### src/rtl/sat_enum_driver_if.sv
// Bundles the host handshake and the circuit-under-evaluation signals of sat_enum_driver.
// Latency: none, this is wiring only.
// Backpressure: none. One candidate per cycle, and the circuit side has no stall.
interface sat_enum_driver_if #(
    parameter int N_VARS = 7
);
    // Host side
    logic              start;
    logic              abort;
    logic              busy;
    logic              done;
    logic              found;
    logic [N_VARS-1:0] model;
    logic [N_VARS:0]   evals;
    // Circuit side
    logic [N_VARS-1:0] assign_o;
    logic              assign_vld_o;
    logic              sat_i;

    // Driver view
    modport master (
        input  start, abort, sat_i,
        output assign_o, assign_vld_o, busy, done, found, model, evals
    );

    // Host and circuit view
    modport slave (
        output start, abort, sat_i,
        input  assign_o, assign_vld_o, busy, done, found, model, evals
    );
endinterface

### src/rtl/sat_enum_driver.sv
// Exhaustively enumerates N_VARS-bit assignments into a SAT circuit and stops at the first hit.
// Latency: candidate i is issued i cycles after start; its sat_i is sampled LAT+1 edges later.
// Backpressure: none. start is ignored while busy, and abort always wins.
module sat_enum_driver #(
    parameter int N_VARS = 7,
    parameter int LAT    = 0
) (
    input  logic            clk,
    input  logic            rst_n,
    sat_enum_driver_if.master bus
);
    // Depth of the result-alignment line. Kept at least 1 so the arrays stay
    // legal when LAT=0; in that case the line is bypassed.
    localparam int PD = (LAT == 0) ? 1 : LAT;

    typedef enum logic [1:0] {
        IDLE  = 2'd0,
        RUN   = 2'd1,
        DRAIN = 2'd2,
        DONE  = 2'd3
    } state_t;

    state_t            state_q, state_d;
    logic [N_VARS-1:0] cnt_q, cnt_d;
    logic              found_q, found_d;
    logic [N_VARS-1:0] model_q, model_d;
    logic [N_VARS:0]   evals_q, evals_d;
    logic [PD-1:0]     vld_pipe_q, vld_pipe_d;
    logic [N_VARS-1:0] asg_pipe_q [PD];
    logic [N_VARS-1:0] asg_pipe_d [PD];

    logic              issue_vld;
    logic [N_VARS-1:0] issue_asg;
    logic              smp_vld;
    logic [N_VARS-1:0] smp_asg;
    logic              searching;
    logic              last_issue;
    logic              hit;

    // Candidate presented to the circuit, and the (valid, assignment) pair
    // whose result arrives on sat_i this cycle.
    always_comb begin
        issue_vld  = (state_q == RUN);
        issue_asg  = issue_vld ? cnt_q : '0;
        smp_vld    = (LAT == 0) ? issue_vld : vld_pipe_q[PD-1];
        smp_asg    = (LAT == 0) ? issue_asg : asg_pipe_q[PD-1];
        searching  = (state_q == RUN) || (state_q == DRAIN);
        last_issue = issue_vld && (cnt_q == '1);
        hit        = searching && smp_vld && bus.sat_i;
    end

    // Next-state logic, counters, the result latch, and the alignment-line shift.
    always_comb begin
        state_d       = state_q;
        cnt_d         = cnt_q;
        found_d       = found_q;
        model_d       = model_q;
        evals_d       = evals_q;
        vld_pipe_d[0] = issue_vld;
        asg_pipe_d[0] = issue_asg;
        for (int i = 1; i < PD; i++) begin
            vld_pipe_d[i] = vld_pipe_q[i-1];
            asg_pipe_d[i] = asg_pipe_q[i-1];
        end

        if (bus.abort) begin
            // The model and evals of the interrupted search stay visible.
            state_d    = IDLE;
            found_d    = 1'b0;
            vld_pipe_d = '0;
        end else begin
            case (state_q)
                IDLE, DONE: begin
                    if (bus.start) begin
                        state_d    = RUN;
                        cnt_d      = '0;
                        found_d    = 1'b0;
                        model_d    = '0;
                        evals_d    = '0;
                        vld_pipe_d = '0;
                    end
                end
                RUN, DRAIN: begin
                    if (smp_vld) begin
                        evals_d = evals_q + 1'b1;
                    end
                    if (hit) begin
                        // First hit wins: in-flight candidates are dropped.
                        state_d    = DONE;
                        found_d    = 1'b1;
                        model_d    = smp_asg;
                        vld_pipe_d = '0;
                    end else if (state_q == RUN) begin
                        if (last_issue) begin
                            // Counter parks at all-ones. With no alignment line,
                            // the last result has just been sampled.
                            state_d = (LAT == 0) ? DONE : DRAIN;
                        end else begin
                            cnt_d = cnt_q + 1'b1;
                        end
                    end else if (vld_pipe_d == '0) begin
                        // The final in-flight result was sampled on this edge.
                        state_d = DONE;
                    end
                end
                default: state_d = IDLE;
            endcase
        end
    end

    // State and datapath registers.
    always_ff @(posedge clk or negedge rst_n) begin
        if (!rst_n) begin
            state_q    <= IDLE;
            cnt_q      <= '0;
            found_q    <= 1'b0;
            model_q    <= '0;
            evals_q    <= '0;
            vld_pipe_q <= '0;
            for (int i = 0; i < PD; i++) begin
                asg_pipe_q[i] <= '0;
            end
        end else begin
            state_q    <= state_d;
            cnt_q      <= cnt_d;
            found_q    <= found_d;
            model_q    <= model_d;
            evals_q    <= evals_d;
            vld_pipe_q <= vld_pipe_d;
            for (int i = 0; i < PD; i++) begin
                asg_pipe_q[i] <= asg_pipe_d[i];
            end
        end
    end

    // Output drive. The assignment is forced to zero outside RUN.
    always_comb begin
        bus.assign_o     = issue_asg;
        bus.assign_vld_o = issue_vld;
        bus.busy         = searching;
        bus.done         = (state_q == DONE);
        bus.found        = found_q;
        bus.model        = model_q;
        bus.evals        = evals_q;
    end
endmodule

### src/flat_wrapper.sv
// flat-port wrapper written by rule: the top's interface ports become plain ports
module sat_enum_driver_flat 
#(
    parameter int N_VARS = 7,
    parameter int LAT    = 0
)
  (clk, rst_n, bus_start, bus_abort, bus_sat_i, bus_assign_o, bus_assign_vld_o, bus_busy, bus_done, bus_found, bus_model, bus_evals);
  sat_enum_driver_if #(.N_VARS(N_VARS)) bus_i ();
  input  logic clk;
  input  logic rst_n;
  input wire logic [$bits(bus_i.start)-1:0] bus_start;
  input wire logic [$bits(bus_i.abort)-1:0] bus_abort;
  input wire logic [$bits(bus_i.sat_i)-1:0] bus_sat_i;
  output wire logic [$bits(bus_i.assign_o)-1:0] bus_assign_o;
  output wire logic [$bits(bus_i.assign_vld_o)-1:0] bus_assign_vld_o;
  output wire logic [$bits(bus_i.busy)-1:0] bus_busy;
  output wire logic [$bits(bus_i.done)-1:0] bus_done;
  output wire logic [$bits(bus_i.found)-1:0] bus_found;
  output wire logic [$bits(bus_i.model)-1:0] bus_model;
  output wire logic [$bits(bus_i.evals)-1:0] bus_evals;
  assign bus_i.start = bus_start;
  assign bus_i.abort = bus_abort;
  assign bus_i.sat_i = bus_sat_i;
  assign bus_assign_o = bus_i.assign_o;
  assign bus_assign_vld_o = bus_i.assign_vld_o;
  assign bus_busy = bus_i.busy;
  assign bus_done = bus_i.done;
  assign bus_found = bus_i.found;
  assign bus_model = bus_i.model;
  assign bus_evals = bus_i.evals;
  sat_enum_driver #(.N_VARS(N_VARS), .LAT(LAT)) u_core (.clk(clk), .rst_n(rst_n), .bus(bus_i));
endmodule
### config.mk
export PLATFORM = sky130hd
export DESIGN_NAME = sat_enum_driver_flat
export DESIGN_NICKNAME = d
export VERILOG_FILES = /design/src/rtl/sat_enum_driver_if.sv /design/src/rtl/sat_enum_driver.sv /design/src/flat_wrapper.sv
export SDC_FILE = /design/constraint.sdc
export NUM_CORES = 1
export LEC_CHECK = 0
export CAP_MARGIN = 25
export CORE_MARGIN = 2
export CORE_UTILIZATION = 50
export CTS_CLUSTER_DIAMETER = 100
export CTS_CLUSTER_SIZE = 25
export DETAILED_ROUTE_END_ITERATION = 10
export GPL_ROUTABILITY_DRIVEN = 0
export PLACE_DENSITY = 0.9
export SYNTH_ARGS = -nofsm -noshare
export SYNTH_HDL_FRONTEND = slang
export SYNTH_SLANG_ARGS = --single-unit
export TNS_END_PERCENT = 10
### constraint.sdc
create_clock -name clk -period 2.4 [get_ports clk]
set_clock_uncertainty 0.05 [all_clocks]
set_input_delay 0.48 -clock clk [delete_from_list [all_inputs] [get_ports clk]]
set_output_delay 0.48 -clock clk [all_outputs]
set_load 0.02 [all_outputs]
==> flow_metrics.tcl, run 1 <==
set metrics [dict create \
    clk_pin_slew_worst_paths_ns 0.14 \
    drcViolationCount 0 \
    via_per_inst 5.69 \
    fmax_ghz 0.433 \
    area_delta_synth_final_pct 27.3 \
    swShare_pct 40.0 \
    synth_area_per_cell_sq_um 10.3 \
    max-slew-margin-rel_pct 74.7 \
    holdBufCountCts 0 \
    rrSetupSlack_ns 0.32 \
    hp-class "in2async" \
    ys_types 39 \
    post_cts_buffers 0 \
    synthesis.nets 146 \
    num-nets-final 182 \
    ir_drop_uv 671 \
    total_power_uw 1420 \
    tightest_slew_ns 0.380 \
    r2r_start "u_core.state_q[1]" \
    overflow 0 \
    clock_sinks 25 \
    numCtsBuffers 3 \
    diodes 0 \
    layout-drive-gt1-share_pct 12.9 \
    rsz0062_at_grt "no" \
    syn_area_sq_um 1400 \
    antenna_found_initial 0 \
    worstSetupPathType "reg2out" \
    rows 19 \
    pwr-share-comb_pct 43.4 \
    clock_path_buffers 2 \
    ys_ff_latch 25 \
    core_region_area_sq_um 2710 \
    initial_core_util_pct 51.7 \
    htreeDepth 1 \
    setup_viol 0 \
    dieArea_sq_um 3240 \
    critPathMaxFanout 11 \
    startpoint_type "flip-flop" \
    drt-total-wl_um 3030 \
    max_cap_violations 0 \
    timing.final.max_slew_violations 0 \
    grt_max_degree 26 \
    ios 31 \
    wl_per_cell_um 15.0 \
    layout_min_cycle_time_ns 2.31 \
    die_w_um 56.9 \
    crit_arrival_ns 1.78 \
    firstDrtPassIters 4 \
    cp-startpoint "u_core.state_q[1]" \
    clock_latency_ns 0.33 \
    grt_pass1_vias 1191 \
    power_density_nw_per_um2 799 \
    cts_tree "yes" \
    p_clk_share_pct 13.6 \
    die_h_um 56.9 \
    seq_area_frac_synth_pct 44.7 \
    finalSetupTns_ns 0 \
    num_vias 1149 \
    p_int_uw 854 \
    crit_required_ns 1.87 \
    ys_warn_count 0 \
    status "finished, final reports clean" \
    finalCritPeriodShare_pct 96.1 \
    grt_pass1_wl_um 5220 \
    ant_nets 0 \
    grt_usage_pct 20.8 \
    drt-initial-drc-count 26 \
    endpoint_kind "output port" \
    root_buffer "clkbuf_4" \
    p_leak_uw 0.000853 \
    hold_viol 0 \
    holdWs_ns 0.439 \
    switchingPower_uw 569 \
    syn_inst 136 \
    port_buffers 30 \
    hpwl_um 2290 \
    seqPwrFrac_pct 42.9 \
]
-- state kept, by name (all words and copies together), names as in the netlist --
name	cells
u_core.bus.evals	8
u_core.bus.model	7
u_core.cnt_q	7
u_core.state_q	2
u_core.bus.found	1
-- cell usage in the layout (no fill, tap or decap), types with 2 or more instances in the layout --
| cell type | instances |
|---|---|
| nand2_1 | 13 |
| nor2_1 | 6 |
| a21oi_1 | 11 |
| inv_1 | 5 |
| mux2i_1 | 5 |
| mux2_1 | 9 |
| dlygate4sd2_1 | 7 |
| nand3_1 | 6 |
| and4_1 | 2 |
| nand4_1 | 2 |
| nand2b_1 | 6 |
| clkdlybuf4s50_1 | 22 |
| xor2_1 | 3 |
| dfrtp_1 | 25 |
| clkbuf_4 | 3 |
| nor4_1 | 2 |
| ha_1 | 4 |
| buf_4 | 6 |
| o21ai_0 | 5 |
| and2_1 | 6 |
-- critical path, stage by stage (launching register included) --
cell	delay, ns
dfrtp_1	0.45
inv_1	0.08
ha_2	0.27
clkdlybuf4s50_1	0.64
-- power groups by stage --
| stage | sequential (uW) | combinational (uW) | clock [uW] |
|---|---|---|---|
| 3_3_place_gp | 609 | 599 | 0 |
| 4_1_cts | 611 | 623 | 197 |
| 5_1_grt | 631 | 672 | 220 |
| 2_1_floorplan | 672 | 302 | 0 |
| 6_report | 611 | 618 | 194 |
| 3_5_place_dp | 621 | 622 | 0 |
-- per-stage QoR --
step	cells	setup slack [ns]	utilization, %	area, sq um
after floorplan	136	0.498	-	1400
after global placement	198	0.248	64.9	1760
after detailed placement	198	0.195	64.9	1760
after CTS	202	0.0529	65.7	1780
after global routing	202	0.0227	65.7	1780
final	202	0.0926	65.7	1780
-- cells by family (layout without fill, tap and decap cells) --
family,after synthesis,count (layout),synth area share (%)
xor gates and xnor gates,3,3,1.88
AOI/OAI and AO/OA,22,22,9.92
adders and majority gates,5,5,4.47
DFF,25,25,44.7
and+or+nand+nor,56,56,24.2
buffers and inverters,10,45,3.22
muxes,15,15,11.6
-- cell type report --
type	instances	area, sq um
clock inverters	1	5.00
clock buffers	3	22.5
repair buffers	36	339
flip-flops and latches	25	626
well taps	31	38.8
inverters	5	18.8
multi-input cells	101	732
fillers	228	928
-- timing repair --
item,CTS,global route
gates resized for setup,8,1
endpoints found under the setup margin,8,1
hold endpoints to repair,0,0
-- final timing paths --
path	end	depth (start not counted)
setup / recovery	bus_assign_vld_o	3
hold / removal	u_core.state_q[1]	2
setup reg to reg	u_core.bus.model[5]	8
hold reg to reg	u_core.bus.model[0]	1
max in group asynchronous	u_core.bus.evals[4]	2
min in group clk	u_core.bus.model[0]	1
-- cell usage after synthesis --
| cell type | instances | area share [%] |
|---|---|---|
| and4_2 | 1 | 0.71 |
| mux2i_1 | 5 | 3.6 |
| mux2_1 | 9 | 7.2 |
| buf_4 | 1 | 0.54 |
| mux2_2 | 1 | 0.80 |
| xor2_1 | 3 | 1.9 |
| nor4_1 | 2 | 0.89 |
| nor3_1 | 1 | 0.36 |
| and2_1 | 6 | 2.7 |
| a211oi_1 | 1 | 0.54 |
| nor2_8 | 1 | 1.4 |
| nand2b_1 | 6 | 2.7 |
| and3_2 | 1 | 0.54 |
| and4_1 | 2 | 1.3 |
| and4bb_2 | 1 | 0.89 |
| clkbuf_1 | 1 | 0.27 |
| o31ai_4 | 1 | 1.5 |
| a21oi_2 | 1 | 0.63 |
| nand2_2 | 1 | 0.45 |
| o211ai_1 | 1 | 0.54 |
| nand3_2 | 1 | 0.71 |
| nor2_1 | 6 | 1.6 |
| buf_2 | 3 | 1.1 |
| nand4b_1 | 1 | 0.63 |
| o21ai_1 | 1 | 0.36 |
| nand4_1 | 2 | 0.89 |
| or3_1 | 1 | 0.45 |
| a22o_1 | 1 | 0.63 |
| nand3_1 | 6 | 2.1 |
| a21oi_1 | 11 | 3.9 |
| dfrtp_1 | 25 | 45 |
| inv_1 | 5 | 1.3 |
| nor2b_1 | 1 | 0.45 |
| nand2_1 | 13 | 3.5 |
| and2b_1 | 1 | 0.54 |
| nand4_2 | 1 | 0.89 |
| ha_1 | 5 | 4.5 |
| o21ai_0 | 5 | 1.8 |
| and2_2 | 1 | 0.54 |
-- per-layer routing --
metal,vias to the layer above,global-route usage [%],routed length (um)
met5,-,0,0
met4,0,11.3,81
met3,11,3.69,140
met2,38,34.6,1530
met1,550,25.4,1280
li1,550,-,-
Note: power is estimated with default switching activity, not from simulation.
==> run 2, diff against run 1 <==
- PLACE_DENSITY: 0.9 -> 0.79
==> run 2 against run 1 <==
Against the previous run:
- non-clock buffer count stayed put
- power increased by 0.51%
- combinational power up 1%
- register-to-register slack improved by 0.03 ns
- wire length shrank 2.8%
- global-route usage fell by 0.69 points
- hold slack better by 0.0097 ns
- fmax grew 0.28%
- via count shrank 1.4%
- setup slack gained 0.0064 ns
- final cell count unchanged
- count of clock-buffer cells in the layout is 1 higher
- critical endpoint unchanged
==> flow_metrics.tcl, run 2 (synthesis gave the netlist of run 1 again) <==
set metrics [dict create \
    status "finished, final reports clean" \
    grt_max_degree 26 \
    endpoint_kind "output port" \
    num-nets-final 182 \
    place_inst 198 \
    wl_met3_um 164 \
    drt-initial-drc-count 28 \
    via_per_inst 5.61 \
    antenna_found_initial 0 \
    layout_min_cycle_time_ns 2.30 \
    ios 31 \
    mostFrequentLayoutCell "dfrtp_1" \
    clk_pin_slew_worst_paths_ns 0.13 \
    crit_arrival_ns 1.77 \
    post_cts_buffers 0 \
    hp-class "in2async" \
    highest_layer "met4" \
    final_cell_mix "dfrtp_1, clkdlybuf4s50_1, nand2_1, a21oi_1, mux2_1" \
    wl_met2_um 1510 \
    startpoint_type "flip-flop" \
    final_core_util_pct 66.1 \
    drcViolationCount 0 \
    critPathMaxFanout 17 \
    drt-total-wl_um 2950 \
    die_w_um 56.9 \
    power_density_nw_per_um2 799 \
    core_region_area_sq_um 2710 \
    grt_usage_pct 20.1 \
    tightest_slew_ns 0.349 \
    cts_tree "yes" \
    m1WireLength_um 1230 \
    ant_nets 0 \
    fin_ws_ns 0.0990 \
    fmax_ghz 0.435 \
    num_vias 1133 \
    firstDrtPassIters 4 \
    hold_viol 0 \
    max-slew-margin-rel_pct 76.8 \
    rows 19 \
    post-place-ws_ns 0.0495 \
    wl_per_cell_um 14.6 \
    crit_required_ns 1.87 \
    p_leak_uw 0.000851 \
    rsz0062_at_grt "no" \
    timing.final.max_slew_violations 0 \
    dieArea_sq_um 3240 \
    max_stage_delay_ns 0.65 \
    hpwl_um 2260 \
    grt_pass1_wl_um 5090 \
    worstSetupPathType "reg2out" \
    numCtsBuffers 3 \
    ir_drop_uv 579 \
    layout-drive-gt1-share_pct 12.3 \
    clock_latency_ns 0.32 \
    root_buffer "clkbuf_4" \
    largest_register_ffs 8 \
    setup_viol 0 \
    clock_sinks 25 \
    diodes 0 \
    finalSetupTns_ns 0 \
    finalCritPeriodShare_pct 95.9 \
    slowest_stage "clkdlybuf4s50_1" \
    overflow 0 \
    final_cells 202 \
    die_h_um 56.9 \
    area_delta_synth_final_pct 27.9 \
    htreeDepth 1 \
    clock_path_buffers 2 \
    crit_chain "inv_1, ha_4, clkdlybuf4s50_1" \
    grt_pass1_vias 1136 \
    holdBufCountCts 0 \
    port_buffers 30 \
    initial_core_util_pct 51.7 \
    max_cap_violations 0 \
]
==> run 2: changes by cell type in the layout (fill, tap and decap cells not counted) <==
cell,previous run,this run
clkbuf_1,0,1
clkinv_2,1,0
ha_2,1,0
ha_4,0,1
==> run 2: final timing paths <==
| path | start | end | slack (ns) | depth (start not counted) |
|---|---|---|---|---|
| worst max-delay path | u_core.state_q[1] | bus_assign_vld_o | 0.1 | 3 |
| worst min-delay path | rst_n | u_core.state_q[0] | 0.45 | 2 |
| worst max register to register | u_core.state_q[0] | u_core.cnt_q[1] | 0.35 | 7 |
| worst min register to register | u_core.bus.model[2] | u_core.bus.model[2] | 0.45 | 1 |
| max in group asynchronous | rst_n | u_core.bus.model[2] | 1.61 | 2 |
| min in group clk | u_core.bus.model[2] | u_core.bus.model[2] | 0.45 | 1 |
==> run 2: area by class of cell <==
cell class / count / area (sq um)
inverter: 5 / 18.8
tap: 31 / 38.8
fill: 236 / 920
timing repair buffer: 36 / 339
multi-input combinational: 101 / 742
clock buffer: 4 / 26.3
sequential: 25 / 626
==> run 2: report_power, final <==
part           switching, uW  total (uW)  leakage (uW)  internal [uW]
Clock                    123         188     0.0000150           65.2
Sequential               109         617      0.000336            508
Combinational            336         625      0.000501            290
==> run 2: metal layers <==
layer | GRT usage, % | vias to the layer above
met3 | 3.69 | 5
met1 | 24.6 | 550
li1 | - | 546
met4 | 7.64 | 0
met2 | 35.0 | 32
met5 | 0 | -
==> run 2: metrics by stage <==
step           power (uW)  cell area, sq um  hold slack, ns
4_1_cts              1440              1790           0.455
3_5_place_dp         1250              1760           0.427
3_3_place_gp         1210              1760           0.416
5_1_grt              1520              1790           0.469
6_report             1430              1790           0.449
2_1_floorplan         974              1400           0.134
==> run 2: timing repair <==
action	4_1_cts	5_1_grt
endpoints found under the setup margin	8	1
cloned	0	0
resized for setup	9	1
==> run 2: critical path, delay by kind of cell (launching register included) <==
| family | cells | cell delay (ns) |
|---|---|---|
| adder cells (fa/ha/maj) | 1 | 0.24 |
| buffers and inverters | 2 | 0.76 |
| flip-flops | 1 | 0.45 |
